[src/rtl/hex_display_pkg.sv]
// hex_display_pkg: shared constants and state encoding for the hex display controller
package hex_display_pkg;
  localparam int NIB_W = 4;
  localparam int SEG_W = 7;
  localparam logic [SEG_W-1:0] SEG_BLANK = 7'h7F;
  typedef enum logic {IDLE = 1'b0, UPDATE = 1'b1} state_t;
endpackage

[src/rtl/hex_scan_prescaler.sv]
// hex_scan_prescaler: clearable slot counter emitting tick on every SCAN_DIV-th enabled cycle
module hex_scan_prescaler #(
  parameter int SCAN_DIV = 50000
) (
  input  logic clk,
  input  logic rst_n,
  input  logic clr,
  input  logic en,
  output logic tick
);
  localparam int CW = SCAN_DIV > 1 ? $clog2(SCAN_DIV) : 1;
  logic [CW-1:0] cnt;
  assign tick = en && cnt == CW'(SCAN_DIV - 1);
  always_ff @(posedge clk or negedge rst_n) begin
    if (!rst_n) cnt <= '0;
    else if (clr) cnt <= '0;
    else if (en) cnt <= tick ? '0 : cnt + 1'b1;
  end
endmodule

[src/rtl/hex_to_7seg.sv]
// hex_to_7seg: active-low gfedcba segment decoder for one hex nibble
module hex_to_7seg (
  input  logic [3:0] nib,
  output logic [6:0] seg
);
  always_comb begin
    case (nib)
      4'h0: seg = 7'h40;
      4'h1: seg = 7'h79;
      4'h2: seg = 7'h24;
      4'h3: seg = 7'h30;
      4'h4: seg = 7'h19;
      4'h5: seg = 7'h12;
      4'h6: seg = 7'h02;
      4'h7: seg = 7'h78;
      4'h8: seg = 7'h00;
      4'h9: seg = 7'h10;
      4'hA: seg = 7'h08;
      4'hB: seg = 7'h03;
      4'hC: seg = 7'h46;
      4'hD: seg = 7'h21;
      4'hE: seg = 7'h06;
      default: seg = 7'h0E;
    endcase
  end
endmodule

[src/rtl/hex_display_ctrl.sv]
// hex_display_ctrl: scanned multi-digit hex display loader, one shared decoder (optional blink via HEX_DISPLAY_CTRL_BLINK_EN)
module hex_display_ctrl
  import hex_display_pkg::*;
#(
  parameter int NDIG     = 4,
  parameter int SCAN_DIV = 50000
) (
  input  logic                  clk,
  input  logic                  rst_n,
`ifdef HEX_DISPLAY_CTRL_BLINK_EN
  input  logic                  blink,
`endif
  input  logic                  load_valid,
  output logic                  load_ready,
  input  logic [NIB_W*NDIG-1:0] value,
  input  logic                  blank_lz,
  output logic                  busy,
  output logic                  done,
  output logic [SEG_W*NDIG-1:0] seg_out
);
  localparam int IW = NDIG > 1 ? $clog2(NDIG) : 1;
  state_t state, state_nx;
  logic [IW-1:0] idx;
  logic [NIB_W*NDIG-1:0] val_q;
  logic lz_q;
  logic [NDIG-1:0][SEG_W-1:0] seg_reg;
  logic tick, accept, last, lead_zero;
  logic [NIB_W-1:0] nib;
  logic [SEG_W-1:0] dec_seg, wr_seg;
  assign busy = state == UPDATE;
  assign load_ready = !busy;
  assign accept = load_valid && load_ready;
  assign last = tick && idx == IW'(NDIG - 1);
  assign nib = val_q[int'(idx)*NIB_W +: NIB_W];
  assign lead_zero = lz_q && idx != '0 && (val_q >> (NIB_W * int'(idx))) == '0;
  assign wr_seg = lead_zero ? SEG_BLANK : dec_seg;
  hex_scan_prescaler #(.SCAN_DIV(SCAN_DIV)) u_pre (
    .clk  (clk),
    .rst_n(rst_n),
    .clr  (accept),
    .en   (busy),
    .tick (tick)
  );
  hex_to_7seg u_dec (
    .nib(nib),
    .seg(dec_seg)
  );
  always_comb begin
    state_nx = state;
    state_nx = accept ? UPDATE : last ? IDLE : state;
  end
  always_ff @(posedge clk or negedge rst_n) begin
    if (!rst_n) state <= IDLE;
    else state <= state_nx;
  end
  always_ff @(posedge clk or negedge rst_n) begin
    if (!rst_n) begin
      idx     <= '0;
      val_q   <= '0;
      lz_q    <= 1'b0;
      seg_reg <= {NDIG{SEG_BLANK}};
      done    <= 1'b0;
    end else begin
      done <= last;
      if (accept) begin
        val_q <= value;
        lz_q  <= blank_lz;
        idx   <= '0;
      end
      if (tick) begin
        seg_reg[idx] <= wr_seg;
        idx          <= last ? '0 : idx + 1'b1;
      end
    end
  end
`ifdef HEX_DISPLAY_CTRL_BLINK_EN
  localparam int BP = 8 * NDIG * SCAN_DIV;
  localparam int BW = $clog2(BP);
  logic [BW-1:0] bcnt;
  logic phase, bwrap;
  assign bwrap = bcnt == BW'(BP - 1);
  always_ff @(posedge clk or negedge rst_n) begin
    if (!rst_n) begin
      bcnt  <= '0;
      phase <= 1'b0;
    end else begin
      bcnt  <= bwrap ? '0 : bcnt + 1'b1;
      phase <= phase ^ bwrap;
    end
  end
  assign seg_out = (blink && phase) ? '1 : seg_reg;
`else
  assign seg_out = seg_reg;
`endif
endmodule
[config.mk]
export PLATFORM = sky130hd
export DESIGN_NAME = hex_display_ctrl
export DESIGN_NICKNAME = d
export VERILOG_FILES = /design/src/rtl/hex_display_pkg.sv /design/src/rtl/hex_scan_prescaler.sv /design/src/rtl/hex_to_7seg.sv /design/src/rtl/hex_display_ctrl.sv
export SDC_FILE = /design/constraint.sdc
export NUM_CORES = 1
export LEC_CHECK = 0
export CORE_ASPECT_RATIO = 0.9
export CORE_MARGIN = 2
export CORE_UTILIZATION = 57
export CTS_BUF_LIST = sky130_fd_sc_hd__clkbuf_8
export DETAILED_ROUTE_END_ITERATION = 10
export GPL_ROUTABILITY_DRIVEN = 1
export GPL_TIMING_DRIVEN = 0
export PLACE_DENSITY = 0.87
export SETUP_SLACK_MARGIN = 0.02
export SLEW_MARGIN = 10
export SYNTH_ARGS = -nofsm -noshare
export SYNTH_HDL_FRONTEND = slang
export SYNTH_HIERARCHICAL = 1
export SYNTH_SLANG_ARGS = --single-unit
[constraint.sdc]
create_clock -name clk -period 4.65 [get_ports clk]
set_input_delay 0.6975 -clock clk [delete_from_list [all_inputs] [get_ports clk]]
set_output_delay 0.6975 -clock clk [all_outputs]
set_load 0.02 [all_outputs]
## Yosys cells after proc, flatten, opt, wreduce, memory -nomap -nowiden

Memories as Yosys holds them, arrays and structs flattened.
Cells that the tools add are included.

- Word-level logic and storage cells: 43
- Memories kept: 1
- Register bits after elaboration: 65
- Input bits: 20
- Output and inout bits: 31
- Memory bits (read-only): 112

- Shifts and indexed selects: 2
- Multiplexer cells: 12
- Add/subtract/negate cells: 2
- $lt $le $gt $ge: 2
- Equality and inequality tests: 2
- Reductions and logical operators: 12

Memory list:

| memory | depth | width | rd ports | clocked after Yosys merged registers in | wr ports | line | text |
|---|---|---|---|---|---|---|---|
| (name not given) | 16 | 7 | 1 | 0 | 0 | hex_to_7seg.sv:7 | `case (nib)` |

Operator list:

| kind | number |
|---|---|
| 16-bit 2-to-1 mux | 3 |
| 28-bit bitwise mux | 1 |
| 16-bit by 1-bit adder with 16-bit output, second input constant | 1 |
| 16-bit == test, second input constant | 1 |
| 16-bit zero test | 1 |
| 16-bit by 5-bit indexed part select with 4-bit output | 1 |
| 16-bit by 4-bit right shift with 16-bit output | 1 |
| 7-bit demux with 2-bit select | 1 |
| 7-bit 2-to-1 mux | 2 |
| 2-bit nonzero test | 4 |
| 1-bit logical AND | 6 |
| 2-bit 2-to-1 mux | 3 |
| 2-bit by 3-bit < comparator with 1-bit output, second input constant | 1 |
| 2-bit by 1-bit adder with 2-bit output, second input constant | 1 |
| 2-bit == test, second input constant | 1 |
| 2-bit by 1-bit greater-or-equal comparator with 1-bit output, second input constant | 1 |
| 1-bit 2-to-1 mux | 2 |
| 1-bit zero test | 1 |

## Longest topological paths before layout

- Depth after elaboration: 5
- Mapped depth: 9
- Gate-level depth less buffers: 8

## By module

The synthesis kept the hierarchy.

Modules (own cells, without submodules):

| module | times used | sequential area each (um^2) | area each (um^2) | cells each |
|---|---|---|---|---|
| hex_display_ctrl | 1 | 1261.2 | 2230.9 | 178 |
| hex_scan_prescaler | 1 | 400.4 | 883.3 | 89 |
| hex_to_7seg | 1 | 0.0 | 275.3 | 32 |

## Worst setup path before layout

Ideal clock, no wire load.

- Path kind: input-to-reg
- Start: in load_valid
- End: reg u_pre.cnt[14]
- Data arrival time: 2.342 ns
- Setup time: 0.073 ns
- Path buffers: 1
- Required time: 4.577 ns
- Setup slack: 2.235 ns
- Stages: 6
- Cells stage by stage: nor2b_1 > buf_1 > o21ai_1 > or3_4 > or3_1 > a21oi_2

- Cells in the longest elaborated chain, start to end: 2
- Elaborated cells on any way between the ends: 3
- Those cells by class: mux (1); reduce/logical (2)

RTL lines:

| what | line | text |
|---|---|---|
| start, declared | hex_display_ctrl.sv:13 | `input logic load_valid,` |
| 1-bit logical AND * | hex_display_ctrl.sv:32 | `assign accept = load_valid && load_ready;` |
| named net accept | hex_display_ctrl.sv:27 | `logic tick, accept, last, lead_zero;` |
| 16-bit 2-to-1 mux / 2-bit nonzero test (equally long branches) | -- |  |
| end signal, assigned | hex_scan_prescaler.sv:17 | `else if (en) cnt <= tick ? '0 : cnt + 1'b1;` |
| end, declared | hex_scan_prescaler.sv:12 | `logic [CW-1:0] cnt;` |

The timed path passes the listed nets; every way through them passes the cells marked *.
A chain may end at the register's enable or synchronous reset.

## Worst setup path in the final report

Ends and elaborated chain as after synthesis.

==> summary.txt <==
Run status
  • Outcome: completed

Global route
  • Vias in the first global route: 2359
  • GR Util All Layers: 22.10%
  • Antenna violations before repair: 0
  • Global route overflow: 0
  • Largest net degree at the start of global routing: 66
  • First-pass GRT wire length: 11.30 mm

Floorplan
  • Die Width: 85.29 um
  • Rows: 26
  • Initial Util: 59.20%
  • Die footprint: 6580 um2
  • Core footprint: between 5000 and 6000 um2
  • Ports: 51
  • Die span in y: 77.16 um

Clocking
  • CTS tree: built
  • CTS HTree Levels: 3
  • CTS resizes: 0
  • CTS max path bufs: 2
  • Cts bufs inserted: 9
  • Clk root buf: clkbuf_8
  • Worst skew pair latency: 340 ps
  • CTS Sinks: 65
  • Setup bufs post-CTS: 0
  • Cts hold-fix bufs: 0
  • Clk slew on worst S/H paths: approximately 70 ps

Synthesis
  • Number of synthesized flops with an enable pin: 0
  • Top post-synthesis cells by area: dfrtp_1 27%, dfstp_2 22%, mux2_2 8.3%
  • Synth Register Bits: 65
  • Asr flop ratio synth: 100.0%
  • Sequential share of the synthesized area: between 40% and 50%
  • Synth area leader: dfrtp_1
  • Post-synth top flop: dfrtp_1
  • Post-Syn Area: around 3400 um2
  • Yosys top cell area share: 27.32%
  • Synth Instances: 299
  • Mapped Avg Cell Area: 11.34 um2
  • Top cells by instance count after synthesis: 63 x nor2_1, 37 x dfrtp_1, 28 x dfstp_2
  • Syn Nets: 331
  • Most common cell in the netlist: nor2_1
  • Warnings, synthesis: 6
  • Netlist cell types: 49

Timing
  • Final Setup Violations: 0
  • Hold slack: 439.9 ps
  • Pins Over Slew Limit: 0
  • Fin crit share: 60.88%
  • Fin. Hold Viols: 0
  • Total negative slack: 0 ps
  • Max Clock Freq: 353.2 MHz
  • Worst Tran Pin Value: 790.1 ps
  • Tmin final: between 2000 and 3000 ps
  • Unrepaired setup endpoints after global routing: false
  • Skew final: 5.258 ps
  • Rel. slew slack: 47.33%

Routing
  • Drt pass-1 iters: 4
  • Total length of routed wires: between 6 and 7 mm
  • Number of remaining DRC errors: 0
  • Initial drt markers: 115
  • Via density: approximately 5.6
  • Routed length per instance: 15.43 um
  • Via count: 2452
  • Routed Antenna Nets: 0

Critical path
  • Crit end category: flop
  • Reg2reg end: seg_out[7]
  • Critical path data arrival time: 3110 ps
  • Maximum fanout along the worst path: 15
  • Crit path kind: input pin to flop
  • Worst EP required: 4930 ps
  • Critical Path Source Type: input pin
  • Reg2reg path depth: 9
  • R2r startpoint: idx[0]
  • Flop2flop setup slack: around 2000 ps

Cells and area
  • Antenna diodes: 0
  • Fin area: roughly 4100 um2
  • Nets: 392
  • Ratio of cells with drive above 1 in the final layout: between 20% and 30%
  • Final core utilization: around 72%
  • Area Growth Syn to Fin: 22.41%
  • Fillers: 401

Pwr
  • Power per cell area: 402.2 nW/um2
  • Leakage power: 1.661 nW
  • Max VDD drop: 0.3644 mV
  • Total power: 0.001669 W

Placement
  • Dpl cell area: 3975 um2
  • HPWL Detailed: around 4.7 mm
  • Port Buffers: 50
  • Routability congestion estimate: just under 0.9

Flow run
  • Max_cap viols: 0

Min path
  • Worst hold path type: input pin to async pin
cell type report:
type	instances	area (um2)	area share, %
plain buffers	11	76.32	1.840
clock inverters	6	36.28	0.8745
clock buffers	10	137.6	3.317
flip-flops and latches	65	1662	40.05
well taps	70	87.58	2.111
multi-input cells	212	1610	38.81
inverters	11	41.29	0.9952
repair buffers	50	498.0	12.00
layer usage:
layer / track usage [%] / wire length (um) / up-vias
li1: - / - / 1166
met1: 29.35 / 3079 / 1208
met2: 34.69 / 3181 / 68
met3: 6.243 / 380 / 10
met4: 7.937 / 68 / 0
met5: 0 / 0 / -
metrics by stage:
step                std cells  worst slack, ps
floorplan                 299             2235
global placement          419            912.3
detailed placement        419             1442
CTS                       435             1823
global route              435             1690
finish                    435             1819
worst max-delay path: stages:
cell             delay, ps
clkdlybuf4s50_1        450
nor2b_1                200
buf_1                  580
o21ai_1                280
or3_4                  430
or3_1                  330
a21oi_2                130
kinds of logic after synthesis:
group	after synthesis	synth area share (%)
AOI/OAI and AO/OA	42	10.19
xor gates and xnor gates	12	3.101
adders and majority gates	12	4.430
buffers and inverters	22	3.470
DFF	65	49.02
muxes	34	13.14
and+or+nand+nor	112	16.65
worst max path at each step:
stage                                to  cells after the start        from
after global routing      u_pre/cnt[14]                      7  load_valid
after detailed placement  u_pre/cnt[14]                      7  load_valid
final                     u_pre/cnt[14]                      7  load_valid
after CTS                 u_pre/cnt[14]                      7  load_valid
after global placement         val_q[8]                      1       rst_n
after floorplan           u_pre/cnt[14]                      6  load_valid
layout by cell type (no fill, tap or decap), drive strengths merged, types with 12 or more instances in the layout:
cell type      netlist  layout
clkdlybuf4s50        0      49
nor2                63      63
ha                  12      12
clkbuf               3      13
dfstp               28      28
mux2                25      25
dfrtp               37      37
inv                 10      12
a21oi               26      26
xnor2               12      12
report_power, final:
part / internal (W) / switching (W) / leakage (nW)
logic: 0.000227 / 0.000280 / 0.817
clock network: 0.000204 / 0.000218 / 0.0909
registers: 0.000654 / 0.0000870 / 0.754
flip-flops by register name, indices dropped and copies added, names as in the netlist:
register   flops
done           1
seg_out       28
idx            2
lz_q           1
val_q         16
u_pre/cnt     16
busy           1
Note: power is estimated with default switching activity, not from simulation.
